$ cat config.mk
export PLATFORM = sky130hd
export DESIGN_NAME = mem_port_arbiter_flat
export DESIGN_NICKNAME = d
export VERILOG_FILES = /design/src/rtl/mem_port_arbiter_pkg.sv /design/src/rtl/mem_port_arbiter_if.sv /design/src/rtl/mem_port_arbiter_timer.sv /design/src/rtl/mem_port_arbiter.sv /design/src/flat_wrapper.sv
export SDC_FILE = /design/constraint.sdc
export NUM_CORES = 1
export LEC_CHECK = 0
export CELL_PAD_IN_SITES_DETAIL_PLACEMENT = 0
export CELL_PAD_IN_SITES_GLOBAL_PLACEMENT = 1
export CORE_MARGIN = 10
export CORE_UTILIZATION = 24
export DETAILED_ROUTE_END_ITERATION = 10
export PLACE_DENSITY = 0.85
export REMOVE_ABC_BUFFERS = 1
export SLEW_MARGIN = 20
export SYNTH_ARGS = -nofsm -noshare
export SYNTH_HDL_FRONTEND = slang
export SYNTH_SLANG_ARGS = --single-unit
$ cat constraint.sdc
create_clock -name clk -period 1.95 [get_ports clk]
set_input_delay 0.195 -clock clk [delete_from_list [all_inputs] [get_ports clk]]
set_output_delay 0.195 -clock clk [all_outputs]
set_load 0.1 [all_outputs]
$ cat src/rtl/mem_port_arbiter_pkg.sv
// mem_port_arbiter_pkg
// Shared definitions for the IFU/LSU memory port arbiter:
//   - arb_state_t : arbiter FSM state encodings (ARB_IDLE / ARB_REQ / ARB_WAIT)
//   - arb_owner_t : requester IDs (OWN_IFU / OWN_LSU)
//   - mem_req_t   : the request fields latched at grant time
//   - cnt_width() : bit width needed to hold a counter value 0..max_val
package mem_port_arbiter_pkg;

  typedef enum logic [1:0] {
    ARB_IDLE = 2'd0,
    ARB_REQ  = 2'd1,
    ARB_WAIT = 2'd2
  } arb_state_t;

  typedef enum logic {
    OWN_IFU = 1'b0,
    OWN_LSU = 1'b1
  } arb_owner_t;

  // Number of requesters sharing the port (IFU, LSU).
  localparam int unsigned NUM_REQ = 2;

  // Response timer width; covers the full 1..65535 timeout range.
  localparam int unsigned TIMER_W = 16;

  typedef struct packed {
    logic [31:0] addr;
    logic [31:0] wdata;
    logic [3:0]  wstrb;
    logic        wen;
  } mem_req_t;

  // Width of a counter that must represent 0..max_val (at least 1 bit).
  function automatic int unsigned cnt_width(input int unsigned max_val);
    return (max_val < 2) ? 1 : $clog2(max_val + 1);
  endfunction

endpackage

$ cat src/rtl/mem_port_arbiter_if.sv
// mem_port_arbiter_if
// Bundles the IFU request/response, LSU request/response and memory port
// handshake signals of the arbiter.
//   modport master : the arbiter's view (accepts requests, drives the memory port)
//   modport slave  : the surrounding system's view (IFU, LSU and memory models)
// Ports (all logic):
//   ifu_req_valid, ifu_addr[31:0]                          : IFU request
//   ifu_req_ready, ifu_rsp_valid, ifu_rdata[31:0]          : IFU accept / response
//   lsu_req_valid, lsu_addr, lsu_wen, lsu_wdata, lsu_wstrb : LSU request
//   lsu_req_ready, lsu_rsp_valid, lsu_rdata[31:0]          : LSU accept / response
//   mem_req_valid, mem_addr, mem_wdata, mem_wen, mem_wstrb : memory request
//   mem_req_ready, mem_rsp_valid, mem_rdata[31:0]          : memory accept / response
interface mem_port_arbiter_if;

  logic        ifu_req_valid;
  logic        ifu_req_ready;
  logic [31:0] ifu_addr;
  logic        ifu_rsp_valid;
  logic [31:0] ifu_rdata;

  logic        lsu_req_valid;
  logic        lsu_req_ready;
  logic [31:0] lsu_addr;
  logic        lsu_wen;
  logic [31:0] lsu_wdata;
  logic [3:0]  lsu_wstrb;
  logic        lsu_rsp_valid;
  logic [31:0] lsu_rdata;

  logic        mem_req_valid;
  logic        mem_req_ready;
  logic [31:0] mem_addr;
  logic [31:0] mem_wdata;
  logic        mem_wen;
  logic [3:0]  mem_wstrb;
  logic        mem_rsp_valid;
  logic [31:0] mem_rdata;

  modport master (
    input  ifu_req_valid, ifu_addr,
    output ifu_req_ready, ifu_rsp_valid, ifu_rdata,
    input  lsu_req_valid, lsu_addr, lsu_wen, lsu_wdata, lsu_wstrb,
    output lsu_req_ready, lsu_rsp_valid, lsu_rdata,
    output mem_req_valid, mem_addr, mem_wdata, mem_wen, mem_wstrb,
    input  mem_req_ready, mem_rsp_valid, mem_rdata
  );

  modport slave (
    output ifu_req_valid, ifu_addr,
    input  ifu_req_ready, ifu_rsp_valid, ifu_rdata,
    output lsu_req_valid, lsu_addr, lsu_wen, lsu_wdata, lsu_wstrb,
    input  lsu_req_ready, lsu_rsp_valid, lsu_rdata,
    input  mem_req_valid, mem_addr, mem_wdata, mem_wen, mem_wstrb,
    output mem_req_ready, mem_rsp_valid, mem_rdata
  );

endinterface

$ cat src/rtl/mem_port_arbiter_timer.sv
// mem_arb_timer
// Up-counter with synchronous clear and count enable. 'hit' is high while the
// count equals LIMIT. Clear has priority over enable.
// Ports:
//   clk   in  : clock, rising edge
//   rst_n in  : asynchronous active-low reset (count -> 0)
//   clr   in  : synchronous clear
//   en    in  : increment by one
//   hit   out : count == LIMIT
module mem_arb_timer
  import mem_port_arbiter_pkg::*;
#(
  parameter int unsigned WIDTH = TIMER_W,
  parameter int unsigned LIMIT = 255
) (
  input  logic clk,
  input  logic rst_n,
  input  logic clr,
  input  logic en,
  output logic hit
);

  localparam logic [WIDTH-1:0] LIMIT_W = WIDTH'(LIMIT);

  logic [WIDTH-1:0] count_reg;
  logic [WIDTH-1:0] count_next;

  always_comb begin
    count_next = count_reg;
    if (clr) begin
      count_next = '0;
    end else if (en) begin
      count_next = count_reg + 1'b1;
    end
  end

  always_ff @(posedge clk or negedge rst_n) begin
    if (!rst_n) begin
      count_reg <= '0;
    end else begin
      count_reg <= count_next;
    end
  end

  assign hit = (count_reg == LIMIT_W);

endmodule

$ cat src/rtl/mem_port_arbiter.sv
// mem_port_arbiter
// Shares the single-ported unified memory between the instruction fetch unit
// (IFU) and the load/store unit (LSU). One request is in flight at a time:
// IDLE picks a winner and latches its fields, REQ presents them to memory
// until accepted, WAIT_RSP routes the response back to the owner. LSU has
// priority, but IFU is forced after MAX_LSU_STREAK consecutive LSU grants
// taken while IFU was waiting. A response that does not arrive within TIMEOUT
// WAIT_RSP cycles is aborted with rdata 0 and sets the sticky err flag.
// Ports:
//   clk   in  : clock, rising edge
//   rst_n in  : asynchronous active-low reset
//   bus       : mem_port_arbiter_if.master (IFU, LSU and memory handshakes)
//   err   out : sticky response-timeout flag, cleared only by reset
module mem_port_arbiter
  import mem_port_arbiter_pkg::*;
#(
  parameter int unsigned MAX_LSU_STREAK = 4,
  parameter int unsigned TIMEOUT        = 255
) (
  input  logic                clk,
  input  logic                rst_n,
  mem_port_arbiter_if.master  bus,
  output logic                err
);

  localparam int unsigned         STREAK_W   = cnt_width(MAX_LSU_STREAK);
  localparam logic [STREAK_W-1:0] STREAK_MAX = STREAK_W'(MAX_LSU_STREAK);

  arb_state_t          state_reg, state_next;
  arb_owner_t          owner_reg, owner_next;
  logic [STREAK_W-1:0] streak_reg, streak_next;
  mem_req_t            req_reg, req_next;
  logic                err_reg, err_next;

  logic ifu_win, lsu_win;
  logic timer_clr, timer_en, timer_hit;
  logic rsp_fire, rsp_abort;
  logic mem_req_valid_o;
  logic [NUM_REQ-1:0] req_ready_vec;
  logic [NUM_REQ-1:0] rsp_valid_vec;
  logic [31:0]        rsp_rdata;
  logic [31:0]        rsp_rdata_vec [NUM_REQ];

  // IFU is only chosen when LSU is absent or has used up its streak.
  assign ifu_win = bus.ifu_req_valid && (!bus.lsu_req_valid || (streak_reg == STREAK_MAX));
  assign lsu_win = bus.lsu_req_valid && !ifu_win;

  // A real response in the same cycle as the timer hit wins over the abort.
  assign rsp_fire  = (state_reg == ARB_WAIT) && (bus.mem_rsp_valid || timer_hit);
  assign rsp_abort = (state_reg == ARB_WAIT) && timer_hit && !bus.mem_rsp_valid;
  assign rsp_rdata = bus.mem_rsp_valid ? bus.mem_rdata : 32'h0;

  assign timer_clr = (state_reg == ARB_REQ) && bus.mem_req_ready;
  assign timer_en  = (state_reg == ARB_WAIT) && !bus.mem_rsp_valid && !timer_hit;

  mem_arb_timer #(
    .WIDTH (TIMER_W),
    .LIMIT (TIMEOUT)
  ) u_timer (
    .clk   (clk),
    .rst_n (rst_n),
    .clr   (timer_clr),
    .en    (timer_en),
    .hit   (timer_hit)
  );

  // FSM: state register
  always_ff @(posedge clk or negedge rst_n) begin
    if (!rst_n) begin
      state_reg <= ARB_IDLE;
    end else begin
      state_reg <= state_next;
    end
  end

  // FSM: next-state logic
  always_comb begin
    state_next = state_reg;
    unique case (state_reg)
      ARB_IDLE: if (ifu_win || lsu_win)  state_next = ARB_REQ;
      ARB_REQ:  if (bus.mem_req_ready)   state_next = ARB_WAIT;
      ARB_WAIT: if (rsp_fire)            state_next = ARB_IDLE;
      default:                           state_next = ARB_IDLE;
    endcase
  end

  // FSM: outputs
  always_comb begin
    req_ready_vec   = '0;
    mem_req_valid_o = 1'b0;
    if (state_reg == ARB_IDLE) begin
      req_ready_vec[OWN_IFU] = ifu_win;
      req_ready_vec[OWN_LSU] = lsu_win;
    end
    if (state_reg == ARB_REQ) begin
      mem_req_valid_o = 1'b1;
    end
  end

  // Grant bookkeeping: owner, latched request, LSU streak and sticky error.
  always_comb begin
    owner_next  = owner_reg;
    req_next    = req_reg;
    streak_next = streak_reg;
    err_next    = err_reg || rsp_abort;
    if (state_reg == ARB_IDLE) begin
      if (ifu_win) begin
        owner_next  = OWN_IFU;
        req_next    = '{addr: bus.ifu_addr, wdata: 32'h0, wstrb: 4'h0, wen: 1'b0};
        streak_next = '0;
      end else if (lsu_win) begin
        owner_next = OWN_LSU;
        req_next   = '{addr: bus.lsu_addr, wdata: bus.lsu_wdata,
                       wstrb: bus.lsu_wstrb, wen: bus.lsu_wen};
        // Only grants taken over a waiting IFU count towards starvation.
        if (bus.ifu_req_valid && (streak_reg != STREAK_MAX)) begin
          streak_next = streak_reg + 1'b1;
        end
      end
    end
  end

  always_ff @(posedge clk or negedge rst_n) begin
    if (!rst_n) begin
      owner_reg  <= OWN_IFU;
      req_reg    <= '0;
      streak_reg <= '0;
      err_reg    <= 1'b0;
    end else begin
      owner_reg  <= owner_next;
      req_reg    <= req_next;
      streak_reg <= streak_next;
      err_reg    <= err_next;
    end
  end

  // Response routing: only the owner sees rsp_valid; idle rdata is zero.
  generate
    for (genvar gi = 0; gi < NUM_REQ; gi++) begin : g_rsp
      assign rsp_valid_vec[gi] = rsp_fire && (owner_reg == ((gi == 0) ? OWN_IFU : OWN_LSU));
      assign rsp_rdata_vec[gi] = rsp_valid_vec[gi] ? rsp_rdata : 32'h0;
    end
  endgenerate

  assign bus.ifu_req_ready = req_ready_vec[OWN_IFU];
  assign bus.lsu_req_ready = req_ready_vec[OWN_LSU];
  assign bus.ifu_rsp_valid = rsp_valid_vec[OWN_IFU];
  assign bus.lsu_rsp_valid = rsp_valid_vec[OWN_LSU];
  assign bus.ifu_rdata     = rsp_rdata_vec[0];
  assign bus.lsu_rdata     = rsp_rdata_vec[1];

  assign bus.mem_req_valid = mem_req_valid_o;
  assign bus.mem_addr      = req_reg.addr;
  assign bus.mem_wdata     = req_reg.wdata;
  assign bus.mem_wstrb     = req_reg.wstrb;
  assign bus.mem_wen       = req_reg.wen;

  assign err = err_reg;

endmodule

$ cat src/flat_wrapper.sv
// flat-port wrapper written by rule: the top's interface ports become plain ports
module mem_port_arbiter_flat import mem_port_arbiter_pkg::*;
#(
  parameter int unsigned MAX_LSU_STREAK = 4,
  parameter int unsigned TIMEOUT        = 255
)
  (clk, rst_n, err, bus_ifu_req_valid, bus_ifu_addr, bus_ifu_req_ready, bus_ifu_rsp_valid, bus_ifu_rdata, bus_lsu_req_valid, bus_lsu_addr, bus_lsu_wen, bus_lsu_wdata, bus_lsu_wstrb, bus_lsu_req_ready, bus_lsu_rsp_valid, bus_lsu_rdata, bus_mem_req_valid, bus_mem_addr, bus_mem_wdata, bus_mem_wen, bus_mem_wstrb, bus_mem_req_ready, bus_mem_rsp_valid, bus_mem_rdata);
  mem_port_arbiter_if bus_i ();
  input  logic clk;
  input  logic rst_n;
  output logic err;
  input wire logic [$bits(bus_i.ifu_req_valid)-1:0] bus_ifu_req_valid;
  input wire logic [$bits(bus_i.ifu_addr)-1:0] bus_ifu_addr;
  output wire logic [$bits(bus_i.ifu_req_ready)-1:0] bus_ifu_req_ready;
  output wire logic [$bits(bus_i.ifu_rsp_valid)-1:0] bus_ifu_rsp_valid;
  output wire logic [$bits(bus_i.ifu_rdata)-1:0] bus_ifu_rdata;
  input wire logic [$bits(bus_i.lsu_req_valid)-1:0] bus_lsu_req_valid;
  input wire logic [$bits(bus_i.lsu_addr)-1:0] bus_lsu_addr;
  input wire logic [$bits(bus_i.lsu_wen)-1:0] bus_lsu_wen;
  input wire logic [$bits(bus_i.lsu_wdata)-1:0] bus_lsu_wdata;
  input wire logic [$bits(bus_i.lsu_wstrb)-1:0] bus_lsu_wstrb;
  output wire logic [$bits(bus_i.lsu_req_ready)-1:0] bus_lsu_req_ready;
  output wire logic [$bits(bus_i.lsu_rsp_valid)-1:0] bus_lsu_rsp_valid;
  output wire logic [$bits(bus_i.lsu_rdata)-1:0] bus_lsu_rdata;
  output wire logic [$bits(bus_i.mem_req_valid)-1:0] bus_mem_req_valid;
  output wire logic [$bits(bus_i.mem_addr)-1:0] bus_mem_addr;
  output wire logic [$bits(bus_i.mem_wdata)-1:0] bus_mem_wdata;
  output wire logic [$bits(bus_i.mem_wen)-1:0] bus_mem_wen;
  output wire logic [$bits(bus_i.mem_wstrb)-1:0] bus_mem_wstrb;
  input wire logic [$bits(bus_i.mem_req_ready)-1:0] bus_mem_req_ready;
  input wire logic [$bits(bus_i.mem_rsp_valid)-1:0] bus_mem_rsp_valid;
  input wire logic [$bits(bus_i.mem_rdata)-1:0] bus_mem_rdata;
  assign bus_i.ifu_req_valid = bus_ifu_req_valid;
  assign bus_i.ifu_addr = bus_ifu_addr;
  assign bus_ifu_req_ready = bus_i.ifu_req_ready;
  assign bus_ifu_rsp_valid = bus_i.ifu_rsp_valid;
  assign bus_ifu_rdata = bus_i.ifu_rdata;
  assign bus_i.lsu_req_valid = bus_lsu_req_valid;
  assign bus_i.lsu_addr = bus_lsu_addr;
  assign bus_i.lsu_wen = bus_lsu_wen;
  assign bus_i.lsu_wdata = bus_lsu_wdata;
  assign bus_i.lsu_wstrb = bus_lsu_wstrb;
  assign bus_lsu_req_ready = bus_i.lsu_req_ready;
  assign bus_lsu_rsp_valid = bus_i.lsu_rsp_valid;
  assign bus_lsu_rdata = bus_i.lsu_rdata;
  assign bus_mem_req_valid = bus_i.mem_req_valid;
  assign bus_mem_addr = bus_i.mem_addr;
  assign bus_mem_wdata = bus_i.mem_wdata;
  assign bus_mem_wen = bus_i.mem_wen;
  assign bus_mem_wstrb = bus_i.mem_wstrb;
  assign bus_i.mem_req_ready = bus_mem_req_ready;
  assign bus_i.mem_rsp_valid = bus_mem_rsp_valid;
  assign bus_i.mem_rdata = bus_mem_rdata;
  mem_port_arbiter #(.MAX_LSU_STREAK(MAX_LSU_STREAK), .TIMEOUT(TIMEOUT)) u_core (.clk(clk), .rst_n(rst_n), .bus(bus_i), .err(err));
endmodule
==> flow_metrics.py <==
metrics = {
    "placement": {
        "hpwl_um": 13410,
        "dp_cells": 943,
        "gp_congestion": 0.8205,
        "post_dp_cell_area_sq_mm": 0.008315,
        "dpl_worst_slack_ns": -0.1505,
        "portBuffers": 277,
    },
    "clocking": {
        "cts_tree": "yes",
        "cts_made_buffers": 9,
        "htreeDepth": 3,
        "clk_path_buf_depth": 2,
        "clock-sinks": 92,
        "cts-root-buf": "clkbuf_16",
        "cts.clk_slew.worst_paths_ns": 0.06,
        "clk-insertion-delay-late_ns": 0.34,
    },
    "worst_setup_path": {
        "path_max_fanout": 2,
        "worst_setup_path_start_kind": "flop",
        "worstPathRequired_ns": 1.75,
        "worst_ep_arrival_time_ns": 2.04,
        "crit_type": "flop to output port",
        "crit_path_end_kind": "output port",
    },
    "power": {
        "ir_worst_vdd_uv": 973.2,
        "power.density_mw_per_mm2": 1640,
        "internal_power_mw": 6.339,
        "p_leak_nw": 4.225,
        "p_clk_share_pct": 11.7,
        "p_sw_share_pct": 57.47,
        "pwr-share-seq_pct": 20.7,
        "power_frac_comb_pct": 67.7,
        "switchingPower_mw": 8.565,
    },
    "cells_and_area": {
        "layout_common_cells": "clkdlybuf4s50_1, buf_4, dfrtp_1",
        "finalNonFillerCells": 975,
        "diodes": 0,
        "regArea_sq_mm": 0.002302,
        "layout_commonest_cell": "clkdlybuf4s50_1",
        "multi_input_area_sq_mm": 0.002208,
        "final_area_sq_mm": 0.009087,
        "n_fill_cell": 1569,
        "syn_to_final_growth_pct": 106.7,
        "drive_gt1_share_pct": 40.21,
        "nets": 884,
    },
    "drt": {
        "routed_via_density": 4.649,
        "vias": 4533,
        "wl_um": 18080,
        "final_antenna_net_count": 0,
        "first_iter_violations": 166,
        "dr.pass1.iters": 4,
        "drc_errors": 0,
        "wl_per_cell_um": 18.55,
    },
    "sta": {
        "final_max_slew_viol_count": 0,
        "timing.slew.headroom_pct": 69.66,
        "finalSetupViolations": 37,
        "hold_viol_final": 0,
        "fin_ws_ns": -0.2818,
        "period_needed_ns": 2.232,
        "timing.final.crit_share_pct": 114.4,
        "tightest_slew_ns": 0.4541,
        "skew_ns": 0.006956,
        "grt_setup_unrepaired": "true",
        "max_clock_freq_mhz": 448.1,
    },
    "grt": {
        "grt_pass1_vias": 4787,
        "overflow": 0,
        "grt_usage_pct": 13.52,
        "antenna_found_initial": 0,
        "grt_pass1_wl_um": 26300,
        "grt_max_degree": 39,
    },
    "worst_hold_path": {
        "hp-class": "primary input to asynchronous set/reset pin",
    },
    "run": {
        "drv_cap": 0,
    },
    "logic_synthesis": {
        "synth_area_leader_cell": "dfrtp_1",
        "synth_cell_types": 37,
        "syn-mean-instance-area_sq_um": 10.44,
        "ys_warn_count": 0,
        "synth_area_leaders": "dfrtp_1, and2_1, mux2i_1, a22o_1, o21ai_0",
        "syn_area_sq_mm": 0.004397,
        "synth_seq_cells": 92,
        "yosysSeqAreaShare_pct": 52.36,
        "yosysTopAreaCellShare_pct": 52.36,
        "netlist_instances": 421,
    },
    "floorplanning": {
        "dieArea_sq_mm": 0.02413,
        "initial_utilization_pct": 24.48,
        "fp.coreArea_sq_mm": 0.01796,
        "num_rows": 49,
        "die_h_um": 155.4,
        "io-pin-count": 278,
        "fp.dieW_um": 155.4,
    },
    "status": {
        "violations": "negative setup slack",
        "status": "finished with violations",
    },
}
-- power by group through the flow --
stage / Combinational (mW) / Sequential, mW / Clock [mW]
2_1_floorplan: 1.98 / 8.17 / 0
3_3_place_gp: 9.74 / 3.06 / 0
3_5_place_dp: 9.82 / 3.09 / 0
4_1_cts: 10.1 / 3.08 / 1.80
5_1_grt: 10.4 / 3.18 / 1.89
6_report: 10.1 / 3.08 / 1.74
-- stage by stage --
step	hold slack, ns	power [mW]	utilization [%]	TNS (ns)
CTS	0.3472	14.95	49.74	-1.464
global route	0.3805	15.51	50.59	-6.181
floorplan	-0.1006	10.15	-	-275.55
finish	0.3423	14.90	50.59	-1.066
global placement	0.1664	12.80	46.29	-0.3742
detailed placement	0.1689	12.91	46.29	-0.5394
-- routing by layer --
metal  global-route usage (%)  vias up  share of wire, %
li1                         -     2132                 -
met1                    14.85     2170                40
met2                    23.09      211                49
met3                    5.404       20               9.1
met4                    4.768        0               2.0
met5                        0        -                 0
-- worst max-delay path: stages (launching register included) --
cell     delay [ns]
dfrtp_1        0.37
or4_4          0.56
nor4_4         0.32
o21ai_2        0.10
nor2_2         0.14
buf_12         0.19
-- final cells by class --
cell class,instances,area share (%)
clock inverter,5,0.6747
clock buffer,10,2.520
tap,229,3.153
inverter,4,0.1652
timing repair buffer,338,43.85
multi-input combinational,297,24.30
sequential,92,25.33
-- worst paths after layout --
| kind | start | endpoint | slack, ns | cells after the start |
|---|---|---|---|---|
| min in group clk | bus_lsu_wdata[21] | u_core.bus.mem_wdata[21] | 0.46 | 2 |
| hold reg to reg | u_core.bus.mem_addr[1] | u_core.bus.mem_addr[1] | 0.48 | 2 |
| max in group asynchronous | rst_n | u_core.bus.mem_addr[12] | 1.04 | 3 |
| setup / recovery | u_core.u_timer.count_reg[11] | bus_ifu_rsp_valid | -0.28 | 5 |
| setup reg to reg | u_core.u_timer.count_reg[11] | u_core.u_timer.count_reg[1] | 0.05 | 6 |
| hold / removal | rst_n | u_core.bus.mem_addr[16] | 0.34 | 2 |
-- Yosys cell counts --
library cell / count
o21ai_0: 39
o21bai_1: 1
or4_1: 4
a31o_2: 1
dfrtp_1: 92
a21bo_2: 1
a22o_1: 37
buf_2: 4
nor2b_1: 1
nor4_4: 1
nand2b_1: 4
a21oi_1: 4
nand2_1: 47
nor4_1: 3
or2_2: 1
buf_1: 5
o311ai_0: 1
a21boi_0: 1
o21a_1: 1
nand3_1: 7
and2_1: 65
nor4b_1: 1
or3_1: 1
inv_1: 4
nand4_1: 5
or3b_1: 2
a21o_1: 2
o31ai_1: 6
nor2_1: 7
ha_1: 3
clkbuf_1: 19
nor3_1: 2
mux2i_1: 36
and3_1: 4
nor3b_1: 3
xnor2_1: 3
o211ai_1: 3
-- repair_timing --
item,in CTS,in global routing
setup endpoints to repair,71,72
buffers inserted,7,4
hold buffers,1,0
endpoints found under the hold margin,28,0
pin swaps,18,29
cloned,3,4
resized for setup,68,22
-- cell families (layout without fill, tap and decap cells) --
kind of cell | after synthesis | count (layout) | share of synthesized area (%)
simple gates | 158 | 158 | 19.86
compound gates | 97 | 97 | 15.28
flops | 92 | 92 | 52.36
mux | 36 | 36 | 8.196
buf+inv | 32 | 357 | 2.846
fa+ha+maj | 3 | 3 | 0.8538
xor+xnor | 3 | 3 | 0.5977
No activity file was read; power rests on OpenSTA's default activity.
